## config.mk

```make
export PLATFORM = sky130hd
export DESIGN_NAME = demux_scatter
export DESIGN_NICKNAME = d
export VERILOG_FILES = /design/src/rtl/demux_pkg.sv /design/src/rtl/demux_lane.sv /design/src/rtl/demux_scatter.sv
export SDC_FILE = /design/constraint.sdc
export NUM_CORES = 1
export LEC_CHECK = 0
export ABC_AREA = 0
export BUFFER_PORTS_ARGS = -buffer_cell sky130_fd_sc_hd__buf_2
export CORE_MARGIN = 3
export CORE_UTILIZATION = 58
export DETAILED_ROUTE_END_ITERATION = 6
export HOLD_SLACK_MARGIN = 0.05
export MAX_ROUTING_LAYER = met4
export PLACE_DENSITY_LB_ADDON = 0.15
export SYNTH_ARGS = -nofsm -noshare
export SYNTH_HDL_FRONTEND = slang
export SYNTH_SLANG_ARGS = --single-unit
```

## constraint.sdc

```tcl
create_clock -name clk -period 4.3 [get_ports clk]
set_input_delay 1.29 -clock clk [delete_from_list [all_inputs] [get_ports clk]]
set_output_delay 1.29 -clock clk [all_outputs]
set_load 0.05 [all_outputs]
```

## src/rtl/demux_pkg.sv

```systemverilog
// Shared constants and FSM state type for the lane scatter demultiplexer.
package demux_pkg;
  localparam int NUM_LANES = 31;
  localparam int DATA_W    = 2;
  localparam int SEL_W     = 5;
  localparam logic [4:0] SEL_INVALID = 5'd31;

  typedef enum logic {FILL = 1'b0, FLUSH = 1'b1} state_t;
endpackage

```

## src/rtl/demux_lane.sv

```systemverilog
// One output lane: data register plus frame-valid flag; data survives clears.
module demux_lane
  import demux_pkg::*;
#(
  parameter int DATA_W = demux_pkg::DATA_W
) (
  input  logic              clk,
  input  logic              rst_n,
  input  logic              wr_en,
  input  logic              clr,
  input  logic [DATA_W-1:0] wr_data,
  output logic [DATA_W-1:0] data,
  output logic              valid
);

  always_ff @(posedge clk or negedge rst_n) begin
    if (!rst_n) begin
      data  <= '0;
      valid <= 1'b0;
    end else if (wr_en) begin
      data  <= wr_data;
      valid <= 1'b1;
    end else if (clr) begin
      valid <= 1'b0;
    end
  end

endmodule

```

## src/rtl/demux_scatter.sv

```systemverilog
// Scatters accepted beats into NUM_LANES registered lanes; 1-cycle write latency.
// in_ready drops during reset, frame_clr and the single FLUSH cycle after a full frame.
module demux_scatter
  import demux_pkg::*;
#(
  parameter int NUM_LANES = demux_pkg::NUM_LANES,
  parameter int DATA_W    = demux_pkg::DATA_W,
  parameter int SEL_W     = demux_pkg::SEL_W
) (
  input  logic                 clk,
  input  logic                 rst_n,
  input  logic                 in_valid,
  output logic                 in_ready,
  input  logic [DATA_W-1:0]    in_data,
  input  logic [SEL_W-1:0]     in_sel,
  input  logic                 auto_mode,
  input  logic                 frame_clr,
  output logic [DATA_W-1:0]    out0,
  output logic [DATA_W-1:0]    out1,
  output logic [DATA_W-1:0]    out2,
  output logic [DATA_W-1:0]    out3,
  output logic [DATA_W-1:0]    out4,
  output logic [DATA_W-1:0]    out5,
  output logic [DATA_W-1:0]    out6,
  output logic [DATA_W-1:0]    out7,
  output logic [DATA_W-1:0]    out8,
  output logic [DATA_W-1:0]    out9,
  output logic [DATA_W-1:0]    out10,
  output logic [DATA_W-1:0]    out11,
  output logic [DATA_W-1:0]    out12,
  output logic [DATA_W-1:0]    out13,
  output logic [DATA_W-1:0]    out14,
  output logic [DATA_W-1:0]    out15,
  output logic [DATA_W-1:0]    out16,
  output logic [DATA_W-1:0]    out17,
  output logic [DATA_W-1:0]    out18,
  output logic [DATA_W-1:0]    out19,
  output logic [DATA_W-1:0]    out20,
  output logic [DATA_W-1:0]    out21,
  output logic [DATA_W-1:0]    out22,
  output logic [DATA_W-1:0]    out23,
  output logic [DATA_W-1:0]    out24,
  output logic [DATA_W-1:0]    out25,
  output logic [DATA_W-1:0]    out26,
  output logic [DATA_W-1:0]    out27,
  output logic [DATA_W-1:0]    out28,
  output logic [DATA_W-1:0]    out29,
  output logic [DATA_W-1:0]    out30,
  output logic [NUM_LANES-1:0] lane_valid,
  output logic                 frame_done,
  output logic                 sel_err
);

  state_t                state;
  logic [SEL_W-1:0]      wptr;
  logic [SEL_W-1:0]      lane_sel;
  logic [NUM_LANES-1:0]  wr_en;
  logic [DATA_W-1:0]     lane_data [NUM_LANES];
  logic                  accept;
  logic                  sel_bad;
  logic                  lane_clr;
  logic                  fill_done;

  // rst_n gates ready so the source sees 0 throughout reset, 1 right after release
  assign in_ready  = rst_n && (state == FILL) && !frame_clr;
  assign accept    = in_valid && in_ready;
  assign lane_sel  = auto_mode ? wptr : in_sel;
  assign sel_bad   = !auto_mode && (in_sel == SEL_W'(SEL_INVALID));
  assign lane_clr  = frame_clr || (state == FLUSH);
  assign fill_done = accept && !sel_bad && (&(lane_valid | wr_en));

  for (genvar i = 0; i < NUM_LANES; i++) begin : g_lane
    assign wr_en[i] = accept && !sel_bad && (lane_sel == SEL_W'(i));

    demux_lane #(.DATA_W(DATA_W)) u_lane (
      .clk     (clk),
      .rst_n   (rst_n),
      .wr_en   (wr_en[i]),
      .clr     (lane_clr),
      .wr_data (in_data),
      .data    (lane_data[i]),
      .valid   (lane_valid[i])
    );
  end

  always_ff @(posedge clk or negedge rst_n) begin
    if (!rst_n) begin
      state      <= FILL;
      wptr       <= '0;
      frame_done <= 1'b0;
      sel_err    <= 1'b0;
    end else begin
      frame_done <= 1'b0;
      sel_err    <= accept && sel_bad;
      if (frame_clr) begin
        state <= FILL;
        wptr  <= '0;
      end else begin
        case (state)
          FILL: begin
            if (accept && auto_mode)
              wptr <= (wptr == SEL_W'(NUM_LANES - 1)) ? '0 : wptr + 1'b1;
            if (fill_done) begin
              state      <= FLUSH;
              frame_done <= 1'b1;
            end
          end
          FLUSH: begin
            state <= FILL;
            wptr  <= '0;
          end
          default: state <= FILL;
        endcase
      end
    end
  end

  assign out0  = lane_data[0];
  assign out1  = lane_data[1];
  assign out2  = lane_data[2];
  assign out3  = lane_data[3];
  assign out4  = lane_data[4];
  assign out5  = lane_data[5];
  assign out6  = lane_data[6];
  assign out7  = lane_data[7];
  assign out8  = lane_data[8];
  assign out9  = lane_data[9];
  assign out10 = lane_data[10];
  assign out11 = lane_data[11];
  assign out12 = lane_data[12];
  assign out13 = lane_data[13];
  assign out14 = lane_data[14];
  assign out15 = lane_data[15];
  assign out16 = lane_data[16];
  assign out17 = lane_data[17];
  assign out18 = lane_data[18];
  assign out19 = lane_data[19];
  assign out20 = lane_data[20];
  assign out21 = lane_data[21];
  assign out22 = lane_data[22];
  assign out23 = lane_data[23];
  assign out24 = lane_data[24];
  assign out25 = lane_data[25];
  assign out26 = lane_data[26];
  assign out27 = lane_data[27];
  assign out28 = lane_data[28];
  assign out29 = lane_data[29];
  assign out30 = lane_data[30];

endmodule
```

==> results of run 1 <==
==> cells in the mapped netlist (2+ instances only) <==
cell	count
nor4_1	4
or3_1	2
or3b_1	4
a21oi_1	22
nand2_1	30
o21ai_0	6
buf_2	3
and2_1	6
mux2_2	60
nor2b_1	2
buf_1	2
a31oi_1	2
o31ai_1	2
nor2_1	51
inv_1	3
and3_1	6
buf_4	33
o22ai_1	2
clkbuf_1	9
nand3b_1	3
ha_1	2
dfrtp_1	100
a211oi_2	3
nand3_1	8
or4_1	2
==> logic make-up after synthesis <==
logic type	share of synthesized area, %
flops	55.0
fa+ha+maj	0.550
mux	15.2
buf+inv	7.17
simple gates	14.2
compound gates	7.91
==> final cells by class <==
cell class	count	area share, %
tap	99	2.42
inverter	3	0.220
clock inverter	6	1.08
timing repair buffer	110	11.0
sequential	100	48.9
multi-input combinational	243	33.7
clock buffer	10	2.69
==> worst max-delay path, cell delays in order <==
cell and delay, ns:
buf_2 0.12, nor2_1 0.31, and2_1 0.18, buf_2 0.25
==> worst paths after layout <==
check,slack [ns],endpoint,start
min in group asynchronous,0.73,g_lane[7].u_lane.data[0]$_DFFE_PN0P_,rst_n
setup / recovery,0.86,in_ready,frame_clr
max in group asynchronous,2.75,g_lane[27].u_lane.valid$_DFFE_PN0P_,rst_n
setup reg to reg,1.73,frame_done$_DFF_PN0_,frame_done$_DFF_PN0_
hold / removal,0.51,g_lane[19].u_lane.data[1]$_DFFE_PN0P_,g_lane[19].u_lane.data[1]$_DFFE_PN0P_
hold reg to reg,0.51,g_lane[19].u_lane.data[1]$_DFFE_PN0P_,g_lane[19].u_lane.data[1]$_DFFE_PN0P_
==> power groups by stage <==
stage | clock [uW] | combinational (uW) | sequential [uW]
floorplan | 0 | 82.8 | 1150
global placement | 0 | 306 | 1020
detailed placement | 0 | 309 | 1020
CTS | 586 | 309 | 1000
global route | 627 | 326 | 1010
finish | 572 | 307 | 1000
==> state kept, by name, summed over array words and instances, names as in the netlist <==
name,cells
frame_done,1
g_lane.u_lane.data,62
g_lane.u_lane.valid,31
sel_err,1
wptr,5
==> stage by stage <==
stage               utilization (%)  total power [uW]  setup WS [ns]  cells
finish                         68.7              1880          0.864    571
global route                   68.7              1960          0.771    571
CTS                            68.7              1900          0.869    571
detailed placement             66.1              1330          0.788    555
global placement               66.1              1320          0.867    555
floorplan                         -              1240           1.03    394
==> metal layers <==
layer	part of all wire, %	vias to the layer above	track usage [%]
met2	47	149	39.3
met3	7.3	31	6.22
met4	2.8	0	9.01
li1	-	1485	-
met1	43	1619	34.4
met5	0	-	-
==> flow_metrics.env, run 1 <==
export IMPL_hold_viol=0
export IMPL_drt_pre_antenna_iters=5
export IMPL_synth_fp_nets=408
export IMPL_syn_avg_cell_area_um2=11.6
export IMPL_synth_cell_types=52
export IMPL_drt_wirelength_per_cell_um=18.4
export IMPL_hpwl_um=7900
export IMPL_ys_top_cells_by_area="dfrtp_1, mux2_2, buf_4, nor2_1, nand2_1"
export IMPL_syn_area_um2=4550
export IMPL_p_int_uw=1290
export IMPL_end_kind="primary output"
export IMPL_routed_wl_um=10500
export IMPL_grt_pass1_vias=3356
export IMPL_portBuffers=107
export IMPL_drv_cap=0
export IMPL_num_antenna_cells=0
export IMPL_h_tree_depth=3
export IMPL_hold_class="reg -> reg"
export IMPL_synth_warnings=0
export IMPL_hold_buffers=0
export IMPL_ios=108
export IMPL_worstMarginPinSlew_ns=0.756
export IMPL_ant_nets=0
export IMPL_fin_area_um2=5110
export IMPL_fin_tns_setup_ns=0
export IMPL_core_um2=7450
export IMPL_p_seq_share_pct=53.2
export IMPL_cts_buffers=9
export IMPL_cts_clk_slew_worst_paths_ns=0.09
export IMPL_mostFrequentLayoutCells="buf_2, dfrtp_1, mux2_2"
export IMPL_setup_violations=0
export IMPL_synthArstFlopShare_pct=100
export IMPL_dieArea_um2=8950
export IMPL_slew_violations=0
export IMPL_area_growth_pct=12.3
export IMPL_antenna_found_initial=0
export IMPL_syn_inst=394
export IMPL_ys_seq_elements=100
export IMPL_overflow=0
export IMPL_clock_sinks=100
export IMPL_clock_latency_ns=0.37
export IMPL_cts_max_path_buffers=2
export IMPL_drc_errors=0
export IMPL_final_common_cell="buf_2"
export IMPL_crit_required_ns=3.01
export IMPL_netSwitchingPower_uw=590
export IMPL_p_per_area_nw_per_um2=367
export IMPL_fp_dieH_um=94.6
export IMPL_crit_arrival_ns=2.15
export IMPL_grt_max_degree=53
export IMPL_cts_tree="built"
export IMPL_synth_top_area_share_pct=55.0
export IMPL_rsz0062_at_grt="no"
export IMPL_dpl_cell_area_um2=4920
export IMPL_multi_input_area_um2=1720
export IMPL_gp_congestion=0.961
export IMPL_initial_utilization_pct=61.1
export IMPL_row_count=31
export IMPL_gr_usage_all_layers_pct=25.9
export IMPL_cp_max_fo=6
export IMPL_synth_edff_count=0
export IMPL_via_per_inst=5.75
export IMPL_whs_ns=0.508
export IMPL_synth_ff_type="dfrtp_1"
export IMPL_p_sw_share_pct=31.4
export IMPL_final_fill_count=608
export IMPL_slew_headroom_pct=48.8
export IMPL_num_vias=3284
export IMPL_drive_gt1_share_pct=42.6
export IMPL_ctsResizeCount=0
export IMPL_grt_pass1_wl_um=17100
export IMPL_final_seq_area_um2=2500
export IMPL_drt_iter0_drc=195
export IMPL_cp_start_kind="input pin"
export IMPL_fin_skew_ns=0.0143
export IMPL_layout_min_cycle_time_ns=3.44
export IMPL_ir_drop_v=0.000274
export IMPL_nNetsFinal=481
export IMPL_pwr_share_clk_pct=30.4
export IMPL_synth_largest_area_cell="dfrtp_1"
export IMPL_dieWidth_um=94.6
export IMPL_seq_area_frac_synth_pct=55.0
export IMPL_hold_depth=2
export IMPL_combinationalPowerShare_pct=16.3
export IMPL_post_cts_setup_buffers=0
export IMPL_timing_fmax_mhz=291
export IMPL_root_buffer="clkbuf_8"
export IMPL_status="finished clean"
export IMPL_static_leakage_power_uw=0.00272
export IMPL_worst_setup_path_type="in -> out"
export IMPL_ff2ff_path_depth=6
export IMPL_fin_crit_sh_pct=79.9
Power figures use the tool's default switching activity.
==> run 2: changes to the inputs <==
- CORE_UTILIZATION: 58 -> 48
- clock period: 4.3 -> 3.1 ns (I/O delays scaled with it)
==> run 2 against run 1 <==
  * Die area up 19%
  * Register-to-register slack lost 0.94 ns
  * Power rose by 50%
==> flow_metrics.env, run 2 (same netlist as run 1, synthesis figures left out) <==
export IMPL_crit_arrival_ns=2.93
export IMPL_drt_pre_antenna_iters=4
export IMPL_end_kind="flip-flop"
export IMPL_rsz0062_at_grt="no"
export IMPL_grt_pass1_wl_um=17000
export IMPL_final_common_cell="buf_2"
export IMPL_crit_family="compound AO/OA/AOI/OAI gates"
export IMPL_setup_violations=0
export IMPL_ant_nets=0
export IMPL_layout_setup_ws_ns=0.429
export IMPL_drv_cap=0
export IMPL_antenna_found_initial=0
export IMPL_crit_required_ns=3.36
export IMPL_cp_slowest_cell="or4_1"
export IMPL_slew_violations=0
export IMPL_clock_sinks=100
export IMPL_ctsResizeCount=0
export IMPL_slew_headroom_pct=54.6
export IMPL_via_per_inst=5.39
export IMPL_core_um2=8980
export IMPL_worstMarginPinSlew_ns=0.680
export IMPL_gr_usage_all_layers_pct=21.6
export IMPL_mostFrequentLayoutCells="buf_2, dfrtp_1, mux2_2"
export IMPL_clock_latency_ns=0.35
export IMPL_fin_crit_sh_pct=86.1
export IMPL_hold_viol=0
export IMPL_cpPeakStageDelay_ns=0.42
export IMPL_fin_tns_setup_ns=0
export IMPL_initial_utilization_pct=50.7
export IMPL_area_growth_pct=17.1
export IMPL_portBuffers=107
export IMPL_num_vias=3315
export IMPL_nNetsFinal=498
export IMPL_num_antenna_cells=0
export IMPL_hpwl_um=8010
export IMPL_static_leakage_power_uw=0.00283
export IMPL_fp_dieH_um=103
export IMPL_status="finished clean"
export IMPL_grt_max_degree=55
export IMPL_drc_errors=0
export IMPL_cp_max_fo=20
export IMPL_grt_pass1_vias=3329
export IMPL_dpl_worst_slack_ns=0.0617
export IMPL_drive_gt1_share_pct=44.4
export IMPL_ir_drop_v=0.000361
export IMPL_overflow=0
export IMPL_drt_wirelength_per_cell_um=17.6
export IMPL_cp_start_kind="input pin"
export IMPL_timing_fmax_mhz=374
export IMPL_hold_buffers=0
export IMPL_root_buffer="clkbuf_8"
export IMPL_path_cells="buf_2 -> mux2_4 -> o311a_2 -> nand3_1 -> a221o_1 -> or4_1 -> nor4_2"
export IMPL_cts_buffers=9
export IMPL_cts_max_path_buffers=2
export IMPL_reg_top3="g_lane.u_lane.data x62, g_lane.u_lane.valid x31, wptr x5"
export IMPL_ios=108
export IMPL_largest_reg_flops=62
export IMPL_cts_tree="built"
export IMPL_cts_clk_slew_worst_paths_ns=0.09
export IMPL_hold_class="reg -> reg"
export IMPL_gp_congestion=0.889
export IMPL_row_count=34
export IMPL_dieArea_um2=10700
export IMPL_drt_iter0_drc=137
export IMPL_fin_skew_ns=0.00645
export IMPL_h_tree_depth=3
export IMPL_layout_min_cycle_time_ns=2.67
export IMPL_path_buf_inv=1
export IMPL_worst_setup_path_type="in -> reg"
export IMPL_dieWidth_um=103
export IMPL_top_register="g_lane.u_lane.data"
export IMPL_routed_wl_um=10800
export IMPL_p_per_area_nw_per_um2=530
export IMPL_post_cts_setup_buffers=0
run 2: worst paths after layout:
check	depth (start not counted)	end	slack, ns	from
min	2	g_lane[19].u_lane.data[0]$_DFFE_PN0P_	0.49	g_lane[19].u_lane.data[0]$_DFFE_PN0P_
min in group asynchronous	2	sel_err$_DFF_PN0_	0.69	rst_n
max in group asynchronous	2	frame_done$_DFF_PN0_	1.92	rst_n
max reg2reg	6	frame_done$_DFF_PN0_	0.79	frame_done$_DFF_PN0_
min reg2reg	2	g_lane[19].u_lane.data[0]$_DFFE_PN0P_	0.49	g_lane[19].u_lane.data[0]$_DFFE_PN0P_
max	7	frame_done$_DFF_PN0_	0.43	auto_mode
run 2: power breakdown:
part | internal, uW | switching [uW] | total, uW
Clock | 563 | 443 | 1010
Combinational | 104 | 329 | 433
Sequential | 1360 | 27.9 | 1390
Total | 2030 | 800 | 2830
run 2: through the flow:
stage | std cells | hold WS (ns) | area (um2) | util, % | power, uW
floorplan | 394 | 0.467 | 4550 | - | 1720
global placement | 599 | 0.460 | 5080 | 56.6 | 1840
detailed placement | 599 | 0.474 | 5080 | 56.6 | 1850
CTS | 615 | 0.494 | 5330 | 59.4 | 2850
global route | 615 | 0.517 | 5330 | 59.4 | 2930
finish | 615 | 0.493 | 5330 | 59.4 | 2830
run 2: per-layer routing:
layer  global-route usage (%)  share of wire, %  vias up
met5                        -                 0        -
met4                     5.48               1.3        0
met3                     4.69               6.2       14
met2                     33.2                48      118
met1                     29.5                44     1655
li1                         -                 -     1528
run 2: final cells by class:
type                    instances  area [um2]
clock buffers                  11         141
repair buffers                127         688
well taps                     126         158
fillers                       769        3640
inverters                       3        11.3
flip-flops and latches        100        2500
clock inverters                 5         108
multi-input cells             243        1720
run 2: worst register-to-register path, cell delays in order (launching register included):
cell      delay [ns]
dfrtp_1         0.43
and4bb_2        0.38
o311a_2         0.34
nand3_1         0.13
a221o_1         0.38
or4_1           0.42
nor4_2          0.15
